## config.mk

```make
export PLATFORM = sky130hd
export DESIGN_NAME = tdc_fine_encode_sched
export DESIGN_NICKNAME = d
export VERILOG_FILES = /design/src/rtl/tdc_fine_encode_sched.sv
export SDC_FILE = /design/constraint.sdc
export NUM_CORES = 1
export LEC_CHECK = 0
export CAP_MARGIN = 20
export CORE_MARGIN = 2
export CORE_UTILIZATION = 35
export CTS_CLUSTER_SIZE = 8
export DETAILED_ROUTE_END_ITERATION = 16
export PLACE_DENSITY = 0.67
export SETUP_SLACK_MARGIN = 0.4
export SYNTH_ARGS = -nofsm -noshare
export SYNTH_HDL_FRONTEND = slang
export SYNTH_SLANG_ARGS = --single-unit
```

## constraint.sdc

```tcl
create_clock -name clk -period 2.04 [get_ports clk]
set_clock_uncertainty 0.15 [all_clocks]
set_input_delay 0.408 -clock clk [delete_from_list [all_inputs] [get_ports clk]]
set_output_delay 0.408 -clock clk [all_outputs]
set_load 0.02 [all_outputs]
```

## src/rtl/tdc_fine_encode_sched.sv

```systemverilog
// Round-robin scheduler sharing one fine-phase thermometer encoder between the TOA and TOT paths.
// Optional single re-encode on error is enabled by defining TDC_FINE_RETRY_EN.
module tdc_fine_encode_sched #(
  parameter int CNT_W = 8
) (
  input  logic             clk,
  input  logic             rstn,
  input  logic [1:0]       level_cfg,
  input  logic             toa_req,
  input  logic [20:0]      toa_code,
  input  logic             tot_req,
  input  logic [20:0]      tot_code,
  output logic [20:0]      enc_code,
  output logic [1:0]       enc_level,
  input  logic [4:0]       enc_bin,
  input  logic             enc_err,
  output logic             toa_ack,
  output logic             tot_ack,
  output logic [4:0]       toa_fine,
  output logic [4:0]       tot_fine,
  output logic             toa_err,
  output logic             tot_err,
  input  logic             err_clr,
  output logic [CNT_W-1:0] err_cnt
);

`ifdef TDC_FINE_RETRY_EN
  typedef enum logic [1:0] {S_IDLE, S_EVAL, S_RETRY, S_DONE} state_t;
`else
  typedef enum logic [1:0] {S_IDLE, S_EVAL, S_DONE} state_t;
`endif

  state_t           r_state;
  logic             r_owner;       // 0 = TOA, 1 = TOT
  logic             r_last_grant;  // 0 = TOA, 1 = TOT
  logic [20:0]      r_enc_code;
  logic [1:0]       r_enc_level;
  logic             r_toa_ack;
  logic             r_tot_ack;
  logic [4:0]       r_toa_fine;
  logic [4:0]       r_tot_fine;
  logic             r_toa_err;
  logic             r_tot_err;
  logic [CNT_W-1:0] r_err_cnt;
`ifdef TDC_FINE_RETRY_EN
  logic             r_retried;
`endif

  logic w_any_req;
  logic w_grant_tot;

  function automatic logic [CNT_W-1:0] sat_inc(input logic [CNT_W-1:0] v);
    return (&v) ? v : v + 1'b1;
  endfunction

  function automatic logic [1:0] level_inc(input logic [1:0] v);
    return (v == 2'd3) ? 2'd3 : v + 2'd1;
  endfunction

  // On a tie the channel that did not win last time gets the encoder.
  assign w_any_req   = toa_req | tot_req;
  assign w_grant_tot = tot_req & (~toa_req | ~r_last_grant);

  always_ff @(posedge clk or negedge rstn) begin
    if (!rstn) begin
      r_state      <= S_IDLE;
      r_owner      <= 1'b0;
      r_last_grant <= 1'b1;
      r_enc_code   <= '0;
      r_enc_level  <= '0;
      r_toa_ack    <= 1'b0;
      r_tot_ack    <= 1'b0;
      r_toa_fine   <= '0;
      r_tot_fine   <= '0;
      r_toa_err    <= 1'b0;
      r_tot_err    <= 1'b0;
      r_err_cnt    <= '0;
`ifdef TDC_FINE_RETRY_EN
      r_retried    <= 1'b0;
`endif
    end else begin
      r_toa_ack <= 1'b0;
      r_tot_ack <= 1'b0;
      case (r_state)
        S_IDLE: begin
          if (w_any_req) begin
            r_enc_code  <= w_grant_tot ? tot_code : toa_code;
            r_enc_level <= level_cfg;
            r_owner     <= w_grant_tot;
`ifdef TDC_FINE_RETRY_EN
            r_retried   <= 1'b0;
`endif
            r_state     <= S_EVAL;
          end
        end
        S_EVAL: begin
`ifdef TDC_FINE_RETRY_EN
          if (enc_err && !r_retried) begin
            r_enc_level <= level_inc(r_enc_level);
            r_retried   <= 1'b1;
            r_state     <= S_RETRY;
          end else
`endif
          begin
            // Ack is registered here so it is high during DONE, alongside the result.
            if (r_owner) begin
              r_tot_fine <= enc_bin;
              r_tot_err  <= enc_err;
              r_tot_ack  <= 1'b1;
            end else begin
              r_toa_fine <= enc_bin;
              r_toa_err  <= enc_err;
              r_toa_ack  <= 1'b1;
            end
            if (enc_err) r_err_cnt <= sat_inc(r_err_cnt);
            r_state <= S_DONE;
          end
        end
`ifdef TDC_FINE_RETRY_EN
        S_RETRY: r_state <= S_EVAL;
`endif
        S_DONE: begin
          r_last_grant <= r_owner;
          r_state      <= S_IDLE;
        end
        default: r_state <= S_IDLE;
      endcase
      if (err_clr) r_err_cnt <= '0;
    end
  end

  assign enc_code  = r_enc_code;
  assign enc_level = r_enc_level;
  assign toa_ack   = r_toa_ack;
  assign tot_ack   = r_tot_ack;
  assign toa_fine  = r_toa_fine;
  assign tot_fine  = r_tot_fine;
  assign toa_err   = r_toa_err;
  assign tot_err   = r_tot_err;
  assign err_cnt   = r_err_cnt;

endmodule

```

==> results.md <==
Status:
- The run finished with clean final reports.

Global route:
- The overall routing resource usage is 0.149.
- The wire length of the first global-routing pass is 7680 um.
- The pin count of the biggest net entering global routing is 21.
- After global routing the overflow that remains totals 0.
- The number of global-route vias before repair is 1,720.
- The number of antenna violations at the first check in global routing is 0.

Clocking:
- The clock tree from TritonCTS is yes.
- The clock transition at the registers of the reported paths is 0.09 ns.
- The number of buffers created by CTS is 5.
- For this design, the sink count on the clock tree is 49.
- The insertion delay of the later-clocked pin in the worst-skew pair is 0.29 ns.
- Clock tree synthesis selected as its root buffer the cell sky130_fd_sc_hd__clkbuf_8.
- In this run the number of H-tree levels came out at 2.
- The worst-case clock buffer depth is 2.

Drt:
- The count of TritonRoute iterations in the first routing pass is 3.
- For this block, the routed nets add up to 4830 um of wire.
- The total number of vias is 1,738.
- After detailed routing, the average wire length per cell comes to 12.9 um.
- The count of nets left with antenna violations once routing finished came out at 0.
- After the first detailed-routing iteration, the DRC count stood at 56.
- In the routed layout, each cell is associated on average with a via count of 4.63.
- The count of unresolved DRC violations after routing is 0.

STA:
- Setup repair after global routing could not meet its margin everywhere.
- The post-route setup TNS is 0 ns.
- The highest clock frequency the design can meet is 605 MHz.
- The number of setup violations in the final report is 0.
- The minimum setup slack in the final design is 0.388 ns.
- The final-report hold violation count came to 0.
- The final critical path time including I/O delays and setup is 1.65 ns.
- The normalized max-slew margin is 0.719.
- The max-slew violation count is 0.
- At the pin with the least slew margin, the transition time is 0.421 ns.
- Of the available clock period, the critical path in the final layout requires 0.810.

Logic synthesis:
- The dominant combinational cell family by area after synthesis is multiplexers.
- Counting flops with an async set or reset pin after synthesis yields a share of 1.00.
- The dominant synthesized flop cell is sky130_fd_sc_hd__dfrtp_1.
- The share of synthesized area occupied by flip-flops and latches is 0.577.
- After synthesis, the mean cell area works out to 11.8 um^2.
- The number of nets in the synthesized netlist is 236.
- The compound-gate portion of the synthesized area is 0.0965.
- Of the post-synthesis cell area, the part taken by muxes is 0.188.
- The xor-xnor portion of the synthesized cell area is 0.00412.
- The number of instances in the synthesized netlist is 180.
- Ranked by total cell area, the synthesized netlist is headed by sky130_fd_sc_hd__dfrtp_1 (56%), sky130_fd_sc_hd__mux2i_1 (10%), sky130_fd_sc_hd__mux2_2 (8.5%).
- The post-synth design cell area is 0.00213 mm^2.
- Of the post-synthesis cell area, the dominant cell type holds 0.565.
- Of the total synthesized cell area, the portion taken by full adders, half adders and majority gates is 0.00588.
- The post-synthesis register bit count is 49.
- The Yosys step of the flow raised 0 warnings.
- The number of different library cells used by synthesis comes to 27.
- Of the total synthesized cell area, the portion taken by AND, OR, NAND and NOR gates is 0.102.
- The library cell with the largest summed area after synthesis is sky130_fd_sc_hd__dfrtp_1.
- The number of enable flip-flop cells after synthesis is 0.

Cells and area:
- From synthesis to final layout, the design area changed by 65.6%.
- The final core utilization is 0.598.
- After the flow finishes, the layout carries non-filler instances totaling 375.
- The final standard cell area without fillers is 0.00352 mm^2.
- The net total in the final layout is 355.
- The antenna diode count is 0.
- The share of final-layout standard cells stronger than drive strength 1 is 0.217.

Worst hold path:
- The worst hold path begins at tot_req.
- The worst hold path terminates at r_state[0].
- Counting instances, the worst hold path has a depth of 3.
- The class of the tightest hold or removal check is in2reg.

Floorplanning:
- The initial utilization of the core area, before any placement, comes to 0.361.
- During I/O placement, the number of pins put on the boundary was 100.
- The x dimension of the die is 82.0 um.
- The overall die height is 82.0 um.
- The floorplan step defined a die boundary enclosing 0.00672 mm^2.
- The initialized floorplan defines 28 standard-cell rows.
- The placeable core area is 0.00589 mm^2.

Pwr:
- The part of the total power dissipated in sequential elements is 0.358.
- The clock network fraction of total power is 0.180.
- Internal power comes to 0.00286 W.
- Of the total power, the share spent switching nets is 0.363.
- In this run the power spent charging and discharging nets is 0.00163 W.
- The combinational fraction of design power is 0.462.
- Summed over all cells, the static leakage comes to 1.63 nW.
- Power spread over the standard cell area amounts to 1280 mW/mm^2.
- IR analysis of the VDD net gives a maximum drop of 0.000548 V.

Worst setup path:
- The number of buffer and inverter instances along the worst setup path is 1.
- The nature of the critical path endpoint is an output pin.
- The worst reg2reg path depth is 5.
- Data arrives at the worst endpoint at 1.09 ns.
- Along the worst path, the maximum fanout reaches 8.
- The worst setup path is launched from a flop.
- The worst setup path is of the reg2out kind.
- The required time of the worst setup path is 1.48 ns.
- The worst register-to-register path begins at r_state[1].
- The capture instance of the worst register-to-register path is err_cnt[6].
- The kind of cell with the highest combined delay along the critical path is flip-flops.
- The signal on the critical path passes through dlygate4sd2_1.
- The worst-path cell with the longest stage delay is sky130_fd_sc_hd__dfrtp_2.
- The maximum single-stage delay on the critical path is 0.46 ns.
- In this run the register-to-register setup slack is 0.44 ns.

Placement:
- At the end of routability-driven placement, the weighted congestion stood at 0.713.
- The number of placed instances with taps included is 359.
- The port buffer count is 99.
- The worst slack after detailed placement is -0.0482 ns.
- The total placed instance area is 0.00331 mm^2.
- Summed over all nets, the half-perimeter wirelength after detailed placement is 3590 um.

Flow run:
- The number of max-cap violations is 0.
through the flow:
stage | hold WS (ns) | power, W
after global placement | 0.219 | 0.00390
after CTS | 0.335 | 0.00450
after floorplan | -0.0376 | 0.00279
after detailed placement | 0.218 | 0.00394
final | 0.317 | 0.00449
after global routing | 0.356 | 0.00483
sequential cells by signal, summed over array words and instances, names as in the netlist:
signal,cells
enc_code,21
enc_level,2
err_cnt,8
r_last_grant,1
r_owner,1
r_state,2
toa_ack,1
toa_err,1
toa_fine,5
tot_ack,1
tot_err,1
tot_fine,5
placed cells by master (no fill, tap or decap), drive strengths merged:
cell type and n:
a21oi 6, dfrtp 48, nor2 3, inv 3, and2b 1, dfstp 1, nand2 24, or3 4
mux2 16, and4 1, clkdlybuf4s50 50, dlygate4sd3 1, xor2 1, nand4 1, o21ai 26, a21boi 1
dlygate4sd2 39, nand3b 1, dlymetal6s2s 2, clkinv 1, bufinv 2, mux2i 22, o21bai 1, or4 2
o31ai 2, ha 1, clkbuf 9, nor2b 2, clkdlybuf4s15 5, buf 20, nand3 4
Yosys cell counts (2+ instances only):
cell type / count
sky130_fd_sc_hd__clkbuf_1: 4
sky130_fd_sc_hd__or4_1: 2
sky130_fd_sc_hd__or3_1: 4
sky130_fd_sc_hd__o21ai_0: 25
sky130_fd_sc_hd__mux2i_1: 22
sky130_fd_sc_hd__nor2_1: 3
sky130_fd_sc_hd__dfrtp_1: 48
sky130_fd_sc_hd__inv_1: 3
sky130_fd_sc_hd__a21oi_1: 6
sky130_fd_sc_hd__o31ai_1: 2
sky130_fd_sc_hd__nand2_1: 24
sky130_fd_sc_hd__buf_2: 3
sky130_fd_sc_hd__nand3_1: 4
sky130_fd_sc_hd__mux2_2: 16
sky130_fd_sc_hd__nor2b_1: 2
power by group through the flow:
stage          clock [W]  sequential, W  combinational [W]
2_1_floorplan          0        0.00208           0.000710
3_3_place_gp           0        0.00163            0.00226
3_5_place_dp           0        0.00166            0.00229
4_1_cts         0.000832        0.00162            0.00204
5_1_grt         0.000871        0.00167            0.00228
6_report        0.000807        0.00161            0.00208
cells by family (layout without fill, tap and decap cells):
kind of cell | count (synthesis) | count (layout)
buffers and inverters | 12 | 132
multiplexers | 38 | 38
AO/OA/AOI/OAI | 36 | 36
flip-flops | 49 | 49
XOR/XNOR | 1 | 1
adder cells (fa/ha/maj) | 1 | 1
AND/OR/NAND/NOR | 43 | 43
what timing repair did:
item	CTS	global route
gates resized for setup	51	17
hold buffers	1	0
buffers inserted	2	3
gates cloned	0	2
pin swaps	2	4
endpoints found under the setup margin	48	42
endpoints found under the hold margin	17	0
worst max path at each step:
stage / start / depth (start not counted) / slack [ns] / to
2_1_floorplan: err_cnt[0] / 6 / 0.42 / err_cnt[3]
3_3_place_gp: enc_err / 5 / -0.03 / err_cnt[7]
3_5_place_dp: enc_err / 5 / -0.05 / err_cnt[7]
4_1_cts: err_cnt[2] / 1 / 0.33 / err_cnt[2]
5_1_grt: err_cnt[2] / 1 / 0.35 / err_cnt[2]
6_report: err_cnt[2] / 1 / 0.39 / err_cnt[2]
area by class of cell:
cell class | instances | area (um^2)
clock buffer | 5 | 68.8
multi-input combinational | 119 | 893
clock inverter | 3 | 65.1
fill | 539 | 2360
tap | 75 | 93.8
inverter | 3 | 11.3
sequential | 49 | 1230
timing repair buffer | 121 | 1160
layer usage:
layer | global-route usage | wire (um)
met1 | 0.177 | 2020
met3 | 0.0571 | 444
met4 | 0.0450 | 61
met5 | 0 | 0
met2 | 0.248 | 2300
(Power assumes the default switching activity.)
